### src/rtl/pc_sequencer.sv
// Program-counter sequencer: owns the fetch PC, resolves taken branches with a
// one-cycle flush bubble, stops on halt and keeps saturating run counters.
`timescale 1ns/1ps
module pc_sequencer #(
  parameter int PC_W  = 10,
  parameter int CNT_W = 16
) (
  input  logic             i_clk,
  input  logic             i_reset,
  input  logic             i_start,
  input  logic [PC_W-1:0]  i_start_addr,
  input  logic             i_stall,
  input  logic             i_branch,
  input  logic [PC_W-1:0]  i_branch_addr,
  input  logic             i_halt,
  output logic [PC_W-1:0]  o_pc,
  output logic             o_instr_valid,
  output logic             o_busy,
  output logic             o_done,
  output logic [CNT_W-1:0] o_cycle_count,
  output logic [7:0]       o_taken_count
);

  typedef enum logic [1:0] {S_IDLE, S_RUN, S_FLUSH, S_DONE} state_t;

  state_t            r_state, w_next;
  logic [PC_W-1:0]   r_pc;
  logic              r_busy, r_done;
  logic [CNT_W-1:0]  r_cycles;
  logic [7:0]        r_taken;
  logic              w_exec, w_launch, w_take, w_seq;

  always_comb begin
    w_next   = r_state;
    w_launch = 1'b0;
    w_take   = 1'b0;
    w_seq    = 1'b0;
    w_exec   = (r_state == S_RUN) && !i_stall;
    unique case (r_state)
      S_IDLE, S_DONE: begin
        if (i_start) begin
          w_next   = S_RUN;
          w_launch = 1'b1;
        end
      end
      S_RUN: begin
        // halt wins over branch when both arrive on an executing instruction
        if (w_exec) begin
          if (i_halt) begin
            w_next = S_DONE;
          end else if (i_branch) begin
            w_next = S_FLUSH;
            w_take = 1'b1;
          end else begin
            w_seq = 1'b1;
          end
        end
      end
      S_FLUSH: w_next = S_RUN;
      default: w_next = S_IDLE;
    endcase
  end

  always_ff @(posedge i_clk or negedge i_reset) begin
    if (!i_reset) begin
      r_state  <= S_IDLE;
      r_pc     <= '0;
      r_busy   <= 1'b0;
      r_done   <= 1'b0;
      r_cycles <= '0;
      r_taken  <= '0;
    end else begin
      r_state <= w_next;
      r_busy  <= (w_next == S_RUN) || (w_next == S_FLUSH);
      r_done  <= (w_next == S_DONE);

      if (w_launch)    r_pc <= i_start_addr;
      else if (w_take) r_pc <= i_branch_addr;
      else if (w_seq)  r_pc <= r_pc + PC_W'(1);

      // counters clear on launch and freeze at all-ones
      if (w_launch)
        r_cycles <= '0;
      else if (((r_state == S_RUN) || (r_state == S_FLUSH)) && (r_cycles != '1))
        r_cycles <= r_cycles + CNT_W'(1);

      if (w_launch)
        r_taken <= '0;
      else if (w_take && (r_taken != 8'hFF))
        r_taken <= r_taken + 8'd1;
    end
  end

  assign o_pc          = r_pc;
  assign o_instr_valid = w_exec;
  assign o_busy        = r_busy;
  assign o_done        = r_done;
  assign o_cycle_count = r_cycles;
  assign o_taken_count = r_taken;

endmodule

### config.mk
export PLATFORM = sky130hd
export DESIGN_NAME = pc_sequencer
export DESIGN_NICKNAME = d
export VERILOG_FILES = /design/src/rtl/pc_sequencer.sv
export SDC_FILE = /design/constraint.sdc
export NUM_CORES = 1
export LEC_CHECK = 0
export CORE_ASPECT_RATIO = 2
export CORE_MARGIN = 5
export CORE_UTILIZATION = 41
export CTS_BUF_LIST = sky130_fd_sc_hd__clkbuf_4 sky130_fd_sc_hd__clkbuf_8
export DETAILED_ROUTE_END_ITERATION = 8
export DONT_BUFFER_PORTS = 1
export GPL_ROUTABILITY_DRIVEN = 0
export PLACE_DENSITY = 0.52
export SYNTH_ARGS = -nofsm -noshare
export SYNTH_HDL_FRONTEND = slang
export SYNTH_SLANG_ARGS = --single-unit
### constraint.sdc
create_clock -name i_clk -period 4.3 [get_ports i_clk]
set_input_delay 0.215 -clock i_clk [delete_from_list [all_inputs] [get_ports i_clk]]
set_output_delay 0.215 -clock i_clk [all_outputs]
set_load 0.005 [all_outputs]
==> results.txt <==
- The analysis attributes to cell leakage a power of about 1.0 nW.
* Final Hold Fails: 0
* Area of all placed cells without fillers: ~2500 µm²
* Antenna diode count: 0
* Fraction of power spent switching nets: 43.2%
* Reported net switching power: 0.574 mW
* Crit end category: register
* Antenna Violating Nets Remaining: 0
- Post-CTS repair changed the size of 0 cells.
- Clock period minus final worst setup slack: 2.72 ns
- Maximum vdd ir drop: 0.000316 V
- Dividing total power by cell area gives a power density of 532 nW/µm².
- Count of buffers added by post-CTS timing repair for setup: 0
- Root buf cell: clkbuf_8
- Count of flip-flops with a built-in enable after synthesis: 0
- Setup violations remaining at the end of the flow were counted as 0.
- Number of clock sinks: 38
- Die boundary height: roughly 120 µm
- For this run the aggregate overflow at the end of global routing stands at 0.
- Path type of the worst setup path: reg -> reg
* Clk buf depth: 2
* Net count, final: 294
- The later pin in the worst-skew pair is clocked with a latency of 0.30 ns.
* Detailed-route vias per instance: 6.36
* Share of synthesized flip-flops with an asynchronous set or reset: 100%
- IO Port Bufs: 0
- The H-tree was split into 2 levels.
- After the first detailed-routing iteration, the DRC count stood at 96.
* Overall global routing resource usage: between 10% and 20%
- In the routed design, unresolved DRC markers number 0.
* Sequential share of the synthesized area: around 40%
- Cell-internal power: 0.753 mW
- STA puts the critical path data required time at between 4 and 5 ns.
- RSZ-0062 raised after global routing: no
- Leaving out fill and tap cells, the most frequent cells in the layout are dfrtp_1 (38), nand2_1 (25), nor2_1 (18), a21oi_1 (18), nand3_1 (17).
- Area inside the core boundary: 5660 µm²
- Net count after synthesis: 296
- The tool flagged a number of max-cap violations equal to 0.
* DP HPWL: 4.80 mm
* Effective utilization at floorplan: 41.6%
- Total cell area at the placement stage: 2380 µm²
* Routed WL: between 6 and 7 mm
- The tightest min-delay check is of the in -> reg type.
* Via count of the first global-routing pass: 2138
- Crit-path max cell delay: about 0.73 ns
- First-pass GRT wire length: 10.8 mm
- Data arrival time of the critical path: 2.90 ns
- In this run, synthesis produced a sequential element count of 38.
- Number of buffers created by CTS: 5
- Outcome: finished clean
- Startpoint type of the worst setup path: register
- The Yosys step of the flow raised 0 warnings.
- Fraction of final layout cells sized beyond drive strength 1: 6.87%
* Ys flop type: dfrtp_1
- 63 I/O pins were placed.
- Number of slew-limit violations in the final report: 0
- Most common library cell in the layout ignoring fill and taps: dfrtp_1
- The first detailed-routing pass took 4 iterations.
- Post-route clock period utilization: 63.3%
- The slowest stage of the critical path is the ha_1 cell.
- Measured against its own limit, the worst slew margin works out to 50.2%.
- Part of the total power dissipated in the clock network: 17.9%
* Highest attainable clock frequency: roughly 0.37 GHz
* Series of cell instances along the critical path: inv_1 -> ha_1 -> inv_1 -> nor2_1 -> nand2_1 -> o21ai_0 -> ha_1
* Final setup TNS: 0 ns
- After detailed routing, the average wire length per cell comes to just over 20 µm.
- The die covers 7450 µm².
* Clock slew at reported path FFs: 0.08 ns
- Along the worst path, the maximum fanout reaches 23.
- Number of different library cells in the post-synthesis netlist: 50
* Die extent in x: 63.6 µm
- Averaged over all synthesized cells, the footprint is 8.91 µm².
- The routed layout has 2053 vias.
- Final setup skew: 0.00424 ns
- The area growth from synthesis to layout is 5.95%.
* Maximum number of pins on one net before global-route repair: 39
- After floorplanning, the core was divided into 39 placement rows.
* Combined area of all synthesized cells: 2350 µm²
- The number of antenna violations at the first check in global routing is 0.
- After technology mapping, the gate count stands at 264.
- For the pin with the worst max-slew slack, the measured transition is 0.747 ns.
* CTS tree: done
- Sequential cells burn 44.9% of the power.
- Logic gate share of total power: between 30% and 40%
stage by stage:
stage | std cells | setup slack, ns | hold WS [ns] | total power [mW] | utilization [%]
after CTS | 323 | 1.57 | 0.0149 | 1.35 | 44.1
after global placement | 314 | 1.64 | -0.0796 | 1.09 | 42.1
after detailed placement | 314 | 1.59 | -0.0795 | 1.09 | 42.1
after floorplan | 264 | 2.44 | -0.0806 | 0.962 | -
after global routing | 323 | 1.30 | 0.0180 | 1.45 | 44.1
final | 323 | 1.58 | 0.0338 | 1.33 | 44.1
power groups by stage:
| stage | clock, mW | combinational [mW] | sequential (mW) |
|---|---|---|---|
| final | 0.237 | 0.495 | 0.596 |
| after global routing | 0.269 | 0.569 | 0.615 |
| after CTS | 0.252 | 0.503 | 0.598 |
| after detailed placement | 0 | 0.490 | 0.604 |
| after global placement | 0 | 0.487 | 0.604 |
| after floorplan | 0 | 0.409 | 0.553 |
flip-flops by register name, indices dropped and copies added, names as in the netlist:
| signal | flops |
|---|---|
| o_busy | 1 |
| r_state | 2 |
| o_taken_count | 8 |
| o_pc | 10 |
| o_done | 1 |
| o_cycle_count | 16 |
area by class of cell:
class,count,area [µm²]
clock buffer,5,68.8
clock inverter,2,10.0
fill,567,3170
inverter,10,37.5
multi-input combinational,205,1320
sequential,38,951
tap,61,76.3
timing repair buffer,2,30.0
cells by family (layout without fill, tap and decap cells):
kind of cell               after synthesis  count (layout)  synth area share [%]
adders and majority gates                6               6                  3.19
DFF                                     38              38                  40.4
muxes                                    6               6                  2.61
buffers and inverters                   21              19                  3.51
AOI/OAI and AO/OA                       72              72                  20.5
xor gates and xnor gates                 6               6                  2.23
and+or+nand+nor                        115             115                  27.6
per-layer routing:
| metal | global-route usage [%] | vias up | wire length (µm) |
|---|---|---|---|
| met5 | 0 | - | 0 |
| met4 | 11.5 | 0 | 106 |
| met3 | 6.97 | 12 | 496 |
| met2 | 32.5 | 72 | 3640 |
| met1 | 18.6 | 975 | 2360 |
| li1 | - | 994 | - |
critical path: cells and delay by family, from the launching register on:
kind,cells,cell delay (ns)
and+or+nand+nor,2,0.67
buffers and inverters,2,0.45
DFF,1,0.35
AOI/OAI and AO/OA,1,0.12
adders and majority gates,2,1.00
worst paths after layout:
kind / cells past startpoint / slack (ns) / start / endpoint
worst min register to register: 2 / 0.58 / r_state[1] / r_state[1]
worst max register to register: 7 / 1.58 / r_state[0] / o_busy
max in group asynchronous: 2 / 3.71 / i_reset / o_cycle_count[14]
min in group asynchronous: 2 / 0.37 / i_reset / o_taken_count[5]
worst min-delay path: 2 / 0.03 / i_start_addr[0] / o_pc[0]
worst max-delay path: 7 / 1.58 / r_state[0] / o_busy
synth_stat cells, drive strengths merged, types with 4 or more instances:
cell type  instances  area share (%)
a21oi             18             3.8
nor4               6             2.9
inv               10             1.6
mux2i              5             2.1
nor3               8             1.7
nand2             25             4.0
ha                 6             3.2
nand4             10             3.3
clkbuf             9             1.5
nor2              18             2.9
o21ai             13             2.8
dfrtp             38              40
a22oi              5             1.6
and3               5             1.3
nor2b              6             1.6
a221o              4             1.7
or3                8             2.1
nand3             18             4.0
xor2               5             1.9
a31oi              6             1.6
what timing repair did:
item	4_1_cts	5_1_grt
hold buffers	2	0
setup endpoints to repair	0	0
endpoints found under the hold margin	38	0
No activity file was read; power rests on OpenSTA's default activity.
